$ cat src/rtl/pmu_ahb_cmd_master_if.sv
// Command, response and AHB-Lite master signals of pmu_ahb_cmd_master.
// Modport master is the block's own view; modport slave is the view of whoever drives it.
interface pmu_ahb_cmd_master_if #(
  parameter int DATA_WIDTH = 32
);
  logic                  cmd_valid_i;
  logic                  cmd_ready_o;
  logic                  cmd_write_i;
  logic [DATA_WIDTH-1:0] cmd_addr_i;
  logic [DATA_WIDTH-1:0] cmd_wdata_i;

  logic                  rsp_valid_o;
  logic                  rsp_ready_i;
  logic [DATA_WIDTH-1:0] rsp_rdata_o;
  logic                  rsp_err_o;

  logic                  hsel_o;
  logic [DATA_WIDTH-1:0] haddr_o;
  logic                  hwrite_o;
  logic [1:0]            htrans_o;
  logic [2:0]            hsize_o;
  logic [2:0]            hburst_o;
  logic [3:0]            hprot_o;
  logic                  hmastlock_o;
  logic [DATA_WIDTH-1:0] hwdata_o;
  logic                  hready_i;
  logic [1:0]            hresp_i;
  logic [DATA_WIDTH-1:0] hrdata_i;

  modport master (
    input  cmd_valid_i, cmd_write_i, cmd_addr_i, cmd_wdata_i,
    output cmd_ready_o,
    output rsp_valid_o, rsp_rdata_o, rsp_err_o,
    input  rsp_ready_i,
    output hsel_o, haddr_o, hwrite_o, htrans_o, hsize_o, hburst_o, hprot_o,
    output hmastlock_o, hwdata_o,
    input  hready_i, hresp_i, hrdata_i
  );

  modport slave (
    output cmd_valid_i, cmd_write_i, cmd_addr_i, cmd_wdata_i,
    input  cmd_ready_o,
    input  rsp_valid_o, rsp_rdata_o, rsp_err_o,
    output rsp_ready_i,
    input  hsel_o, haddr_o, hwrite_o, htrans_o, hsize_o, hburst_o, hprot_o,
    input  hmastlock_o, hwdata_o,
    output hready_i, hresp_i, hrdata_i
  );
endinterface

$ cat src/rtl/pmu_ahb_cmd_master.sv
// Queued single-word AHB-Lite master feeding the PMU AHB slave, plus its command FIFO.

// Generic synchronous FIFO, power-of-two depth.
// Latency: data pushed at an edge is visible at pop_dat after that edge.
// Backpressure: push_rdy is !full, derived only from the occupancy count.
module fifo_sync #(
  parameter int WIDTH = 8,
  parameter int DEPTH = 4
) (
  input  logic             clk,
  input  logic             rst,
  input  logic             push_vld,
  output logic             push_rdy,
  input  logic [WIDTH-1:0] push_dat,
  output logic             pop_vld,
  input  logic             pop_rdy,
  output logic [WIDTH-1:0] pop_dat
);
  localparam int AW = $clog2(DEPTH);
  localparam int CW = AW + 1;

  logic [WIDTH-1:0] mem [DEPTH];
  logic [AW-1:0]    wr_ptr;
  logic [AW-1:0]    rd_ptr;
  logic [CW-1:0]    occ;
  logic             do_push;
  logic             do_pop;

  assign push_rdy = (occ != CW'(DEPTH));
  assign pop_vld  = (occ != '0);
  assign do_push  = push_vld & push_rdy;
  assign do_pop   = pop_rdy & pop_vld;
  assign pop_dat  = mem[rd_ptr];

  always_ff @(posedge clk) begin
    if (do_push) mem[wr_ptr] <= push_dat;
  end

  always_ff @(posedge clk) begin
    if (rst) begin
      wr_ptr <= '0;
      rd_ptr <= '0;
      occ    <= '0;
    end else begin
      if (do_push) wr_ptr <= wr_ptr + AW'(1);
      if (do_pop)  rd_ptr <= rd_ptr + AW'(1);
      case ({do_push, do_pop})
        2'b10:   occ <= occ + CW'(1);
        2'b01:   occ <= occ - CW'(1);
        default: occ <= occ;
      endcase
    end
  end
endmodule

// AHB-Lite master issuing one NONSEQ single-word transfer at a time from a command FIFO.
// Latency: command accepted at E0 -> address phase after E1, data after E2, response after E3.
// Backpressure: cmd_ready_o = FIFO not full; a held response stalls the FSM in RESP.
module pmu_ahb_cmd_master #(
  parameter int DATA_WIDTH = 32,
  parameter int FIFO_DEPTH = 4
) (
  input  logic                   clk_i,
  input  logic                   rst_i,
  pmu_ahb_cmd_master_if.master   bus
);
  localparam logic [1:0] HTRANS_IDLE   = 2'b00;
  localparam logic [1:0] HTRANS_NONSEQ = 2'b10;

  typedef struct packed {
    logic                  write;
    logic [DATA_WIDTH-1:0] addr;
    logic [DATA_WIDTH-1:0] wdata;
  } cmd_t;

  typedef enum logic [1:0] {
    ST_IDLE,
    ST_ADDR,
    ST_DATA,
    ST_RESP
  } state_t;

  state_t                state;
  cmd_t                  push_cmd;
  cmd_t                  head;
  logic                  head_vld;
  logic                  pop;
  logic                  fifo_rdy;

  logic                  hsel_q;
  logic [DATA_WIDTH-1:0] haddr_q;
  logic                  hwrite_q;
  logic [1:0]            htrans_q;
  logic [DATA_WIDTH-1:0] hwdata_q;
  logic                  rsp_valid_q;
  logic [DATA_WIDTH-1:0] rsp_rdata_q;
  logic                  rsp_err_q;

  assign push_cmd = '{write: bus.cmd_write_i, addr: bus.cmd_addr_i, wdata: bus.cmd_wdata_i};
  // The head entry stays put until the address phase completes, so it is popped exactly then.
  assign pop      = (state == ST_ADDR) && bus.hready_i;

  fifo_sync #(
    .WIDTH ($bits(cmd_t)),
    .DEPTH (FIFO_DEPTH)
  ) u_cmd_fifo (
    .clk      (clk_i),
    .rst      (rst_i),
    .push_vld (bus.cmd_valid_i),
    .push_rdy (fifo_rdy),
    .push_dat (push_cmd),
    .pop_vld  (head_vld),
    .pop_rdy  (pop),
    .pop_dat  (head)
  );

  always_ff @(posedge clk_i) begin
    if (rst_i) begin
      state       <= ST_IDLE;
      hsel_q      <= 1'b0;
      haddr_q     <= '0;
      hwrite_q    <= 1'b0;
      htrans_q    <= HTRANS_IDLE;
      hwdata_q    <= '0;
      rsp_valid_q <= 1'b0;
      rsp_rdata_q <= '0;
      rsp_err_q   <= 1'b0;
    end else begin
      case (state)
        ST_IDLE: begin
          if (head_vld) begin
            state    <= ST_ADDR;
            hsel_q   <= 1'b1;
            htrans_q <= HTRANS_NONSEQ;
            haddr_q  <= {head.addr[DATA_WIDTH-1:2], 2'b00};
            hwrite_q <= head.write;
          end
        end
        ST_ADDR: begin
          if (bus.hready_i) begin
            state    <= ST_DATA;
            hsel_q   <= 1'b0;
            htrans_q <= HTRANS_IDLE;
            hwdata_q <= head.write ? head.wdata : '0;
          end
        end
        ST_DATA: begin
          // hwrite_q still holds the direction of the transfer in its data phase.
          if (bus.hready_i) begin
            state       <= ST_RESP;
            rsp_valid_q <= 1'b1;
            rsp_rdata_q <= hwrite_q ? '0 : bus.hrdata_i;
            rsp_err_q   <= (bus.hresp_i != 2'b00);
            hwdata_q    <= '0;
          end
        end
        ST_RESP: begin
          if (bus.rsp_ready_i) begin
            state       <= ST_IDLE;
            rsp_valid_q <= 1'b0;
          end
        end
        default: state <= ST_IDLE;
      endcase
    end
  end

  assign bus.cmd_ready_o = fifo_rdy;
  assign bus.rsp_valid_o = rsp_valid_q;
  assign bus.rsp_rdata_o = rsp_rdata_q;
  assign bus.rsp_err_o   = rsp_err_q;
  assign bus.hsel_o      = hsel_q;
  assign bus.haddr_o     = haddr_q;
  assign bus.hwrite_o    = hwrite_q;
  assign bus.htrans_o    = htrans_q;
  assign bus.hwdata_o    = hwdata_q;
  assign bus.hsize_o     = 3'b010;
  assign bus.hburst_o    = 3'b000;
  assign bus.hprot_o     = 4'b0011;
  assign bus.hmastlock_o = 1'b0;
endmodule

$ cat src/flat_wrapper.sv
// flat-port wrapper written by rule: the top's interface ports become plain ports
module pmu_ahb_cmd_master_flat 
#(
  parameter int DATA_WIDTH = 32,
  parameter int FIFO_DEPTH = 4
)
  (clk_i, rst_i, bus_cmd_valid_i, bus_cmd_write_i, bus_cmd_addr_i, bus_cmd_wdata_i, bus_cmd_ready_o, bus_rsp_valid_o, bus_rsp_rdata_o, bus_rsp_err_o, bus_rsp_ready_i, bus_hsel_o, bus_haddr_o, bus_hwrite_o, bus_htrans_o, bus_hsize_o, bus_hburst_o, bus_hprot_o, bus_hmastlock_o, bus_hwdata_o, bus_hready_i, bus_hresp_i, bus_hrdata_i);
  pmu_ahb_cmd_master_if #(.DATA_WIDTH(DATA_WIDTH)) bus_i ();
  input  logic clk_i;
  input  logic rst_i;
  input wire logic [$bits(bus_i.cmd_valid_i)-1:0] bus_cmd_valid_i;
  input wire logic [$bits(bus_i.cmd_write_i)-1:0] bus_cmd_write_i;
  input wire logic [$bits(bus_i.cmd_addr_i)-1:0] bus_cmd_addr_i;
  input wire logic [$bits(bus_i.cmd_wdata_i)-1:0] bus_cmd_wdata_i;
  output wire logic [$bits(bus_i.cmd_ready_o)-1:0] bus_cmd_ready_o;
  output wire logic [$bits(bus_i.rsp_valid_o)-1:0] bus_rsp_valid_o;
  output wire logic [$bits(bus_i.rsp_rdata_o)-1:0] bus_rsp_rdata_o;
  output wire logic [$bits(bus_i.rsp_err_o)-1:0] bus_rsp_err_o;
  input wire logic [$bits(bus_i.rsp_ready_i)-1:0] bus_rsp_ready_i;
  output wire logic [$bits(bus_i.hsel_o)-1:0] bus_hsel_o;
  output wire logic [$bits(bus_i.haddr_o)-1:0] bus_haddr_o;
  output wire logic [$bits(bus_i.hwrite_o)-1:0] bus_hwrite_o;
  output wire logic [$bits(bus_i.htrans_o)-1:0] bus_htrans_o;
  output wire logic [$bits(bus_i.hsize_o)-1:0] bus_hsize_o;
  output wire logic [$bits(bus_i.hburst_o)-1:0] bus_hburst_o;
  output wire logic [$bits(bus_i.hprot_o)-1:0] bus_hprot_o;
  output wire logic [$bits(bus_i.hmastlock_o)-1:0] bus_hmastlock_o;
  output wire logic [$bits(bus_i.hwdata_o)-1:0] bus_hwdata_o;
  input wire logic [$bits(bus_i.hready_i)-1:0] bus_hready_i;
  input wire logic [$bits(bus_i.hresp_i)-1:0] bus_hresp_i;
  input wire logic [$bits(bus_i.hrdata_i)-1:0] bus_hrdata_i;
  assign bus_i.cmd_valid_i = bus_cmd_valid_i;
  assign bus_i.cmd_write_i = bus_cmd_write_i;
  assign bus_i.cmd_addr_i = bus_cmd_addr_i;
  assign bus_i.cmd_wdata_i = bus_cmd_wdata_i;
  assign bus_cmd_ready_o = bus_i.cmd_ready_o;
  assign bus_rsp_valid_o = bus_i.rsp_valid_o;
  assign bus_rsp_rdata_o = bus_i.rsp_rdata_o;
  assign bus_rsp_err_o = bus_i.rsp_err_o;
  assign bus_i.rsp_ready_i = bus_rsp_ready_i;
  assign bus_hsel_o = bus_i.hsel_o;
  assign bus_haddr_o = bus_i.haddr_o;
  assign bus_hwrite_o = bus_i.hwrite_o;
  assign bus_htrans_o = bus_i.htrans_o;
  assign bus_hsize_o = bus_i.hsize_o;
  assign bus_hburst_o = bus_i.hburst_o;
  assign bus_hprot_o = bus_i.hprot_o;
  assign bus_hmastlock_o = bus_i.hmastlock_o;
  assign bus_hwdata_o = bus_i.hwdata_o;
  assign bus_i.hready_i = bus_hready_i;
  assign bus_i.hresp_i = bus_hresp_i;
  assign bus_i.hrdata_i = bus_hrdata_i;
  pmu_ahb_cmd_master #(.DATA_WIDTH(DATA_WIDTH), .FIFO_DEPTH(FIFO_DEPTH)) u_core (.clk_i(clk_i), .rst_i(rst_i), .bus(bus_i));
endmodule
$ cat config.mk
export PLATFORM = sky130hd
export DESIGN_NAME = pmu_ahb_cmd_master_flat
export DESIGN_NICKNAME = d
export VERILOG_FILES = /design/src/rtl/pmu_ahb_cmd_master_if.sv /design/src/rtl/pmu_ahb_cmd_master.sv /design/src/flat_wrapper.sv
export SDC_FILE = /design/constraint.sdc
export NUM_CORES = 1
export LEC_CHECK = 0
export BUFFER_PORTS_ARGS = -buffer_cell sky130_fd_sc_hd__buf_4
export CORE_AREA = 4 4 162 203
export DETAILED_ROUTE_END_ITERATION = 6
export DIE_AREA = 0 0 166 207
export PLACE_DENSITY = 0.71
export SYNTH_ARGS = -nofsm -noshare
export SYNTH_HDL_FRONTEND = slang
export SYNTH_HIERARCHICAL = 1
export SYNTH_SLANG_ARGS = --single-unit
$ cat constraint.sdc
create_clock -name clk_i -period 4 [get_ports clk_i]
set_input_delay 0.2 -clock clk_i [delete_from_list [all_inputs] [get_ports clk_i]]
set_output_delay 0.2 -clock clk_i [all_outputs]
set_load 0.03 [all_outputs]
==> run metrics <==
status=complete, no violations; clock latency on the worst-skew pair=approximately 510 ps; Flop pwr share=between 40% and 50%; WL/cell=approximately 19 um; die height=~210 um; commonest non-fill, non-tap cell in the layout=edfxtp_1; die span in x=~170 um; slowest stage delay, CP=a little over 600 ps; Total Routing Usage GR=17.5%; RSZ-0062 raised after global routing=false; post-DP HPWL=around 17 mm; f_max=~410 MHz; power per cell area=569 mW/mm^2; setup ws final=between 1500 and 2000 ps; DRT iter0 DRCs=between 400 and 500; Ports=218; startpoint type of the worst setup path=flop; Hold Vio Cnt, Final=0; die area=around 0.034 sq mm; dpl ws=roughly 1600 ps; Worst Reg-to-Reg Cells=6; TritonCTS Sinks=approximately 360; Vias=roughly 8.1k; VDD IR max=400 uV; total grt overflow=0; synthesized instance count=~860; Final Non-Filler Cells=between 1.5k and 2k; Rows=between 70 and 80; Num CTS Buffers=36; CTS H-tree lvls=2; Final min period=~2400 ps; post-CTS setup buffers=0; hold depth=3; WS Path Type=reg -> reg; yosys warns=6; maximum root-to-sink buffer count=3; vias per cell=approximately 5.1; leakage=6.11 nW; Pint=between 7 and 8 mW; vias in the first global route=between 8k and 9k; cts repair resizes=0; critical-path cell list=inv_1 -> ha_1 -> nand2_1 -> nor3_1 -> dlygate4sd3_1 -> nor3_1; Psw=2.75 mW; critical path depth=6; Area growth, synth to finish=28.5%; DR pass1 iterations=4; final net count=around 1.3k; DRC Markers=0; Reg clk slew, reported paths=60 ps; Hold Path Class=in -> reg; CP top delay family=simple AND/OR/NAND/NOR gates; share of cells above drive strength 1=28.9%; commonest non-fill, non-tap cells in the layout=252 x edfxtp_1, 210 x buf_4, 130 x nand2_1, 107 x dfxtp_1, 99 x a21oi_1; crit path capture type=flop; Mapped Area=0.0135 sq mm; Routed Antenna Nets=0; critical path peak fanout=19; Worst Clk Skew=11.1 ps; slowest cell on the critical path=dlygate4sd3_1; starting density of the core=43.8%; Max Cap Viol=0; critical path buffer and inverter count=2; CP Data Arrival Time=roughly 2800 ps; period utilisation layout=about three fifths; initial antenna violation count=2; Worst-Margin Slew=roughly 1100 ps; Switching Fraction=27.7%; Top cell by count, worst path=nor3_1; GPL Wtd Cong=roughly 0.84; max_slew headroom=27.8%; largest net degree at the start of global routing=64; fin. max-slew vios=0; clock root cell=clkbuf_16; CTS tree=done; area of the core=0.0309 sq mm; dpl cells=1418; clock share of power=around a third; first-pass GRT wire length=between 40 and 50 mm; port buffer count=201; Logic pwr share=between 10% and 20%; CP Data Required Time=about 4400 ps; Final Setup Violations=0; synthesized area per cell=about 16 sq um; routed wire length=30.0 mm; setup_tns=0 ps
[tightest hold or removal path, cell delays in order]
cell      delay [ps]
buf_4            110
nand3b_1         110
a21oi_1           80
[per-stage QoR]
step | instance area [sq um] | hold slack, ps | utilization (%) | power, mW
final | 17400 | 34.5 | 56.3 | 9.90
after global routing | 17400 | 13.1 | 56.3 | 10.3
after CTS | 17400 | 5.47 | 56.3 | 10.0
after detailed placement | 15200 | 403 | 49.3 | 6.51
after global placement | 15200 | 400 | 49.3 | 6.46
after floorplan | 13600 | 299 | - | 5.86
[power groups by stage]
stage          Clock, mW  Sequential, mW  Combinational (mW)
2_1_floorplan          0            4.87               0.986
3_3_place_gp           0            4.61                1.85
3_5_place_dp           0            4.63                1.88
4_1_cts             3.50            4.55                1.96
5_1_grt             3.66            4.58                2.10
6_report            3.42            4.55                1.94
[state kept, by name, summed over array words and instances (netlist names), named ones only]
| name | flops |
|---|---|
| u_core/bus.rsp_valid_o | 1 |
| u_core/bus.rsp_rdata_o | 32 |
| u_core/bus.htrans_o | 1 |
| u_core/u_cmd_fifo/rd_ptr | 2 |
| u_core/bus.hwdata_o | 32 |
| u_core/u_cmd_fifo/occ | 3 |
| u_core/bus.haddr_o | 30 |
| u_core/u_cmd_fifo/mem | 252 |
| u_core/bus.rsp_err_o | 1 |
| u_core/u_cmd_fifo/wr_ptr | 2 |
| u_core/state | 2 |
| u_core/bus.hwrite_o | 1 |
[area by class of cell]
cell class | count | area [sq um]
Timing Repair Buffer | 306 | 2550
Inverter | 9 | 33.8
Sequential cell | 361 | 9760
Fill cell | 2359 | 13500
Multi-Input combinational cell | 430 | 3350
Clock inverter | 17 | 218
Tap cell | 407 | 509
Clock buffer | 47 | 983
Antenna cell | 1 | 2.50
[routing by layer]
layer	up-vias	GRT usage (%)	wire [um]
met3	42	4.08	1860
li1	3738	-	-
met2	258	31.1	15700
met4	2	5.07	580
met1	4048	21.3	11900
met5	-	0	13
[final timing paths]
check	from	to	slack [ps]
worst min-delay path	bus_hrdata_i[17]	u_core/bus.rsp_rdata_o[17]	30
worst min register to register	u_core/bus.hwdata_o[22]	u_core/bus.hwdata_o[22]	450
worst max register to register	u_core/state[0]	u_core/bus.rsp_err_o	1560
worst max-delay path	u_core/state[0]	u_core/bus.rsp_err_o	1560
[timing repair]
action / 4_1_cts / 5_1_grt
hold buffers: 95 / 0
hold endpoints to repair: 283 / 0
endpoints found under the setup margin: 0 / 0
No activity file was read; power rests on OpenSTA's default activity.
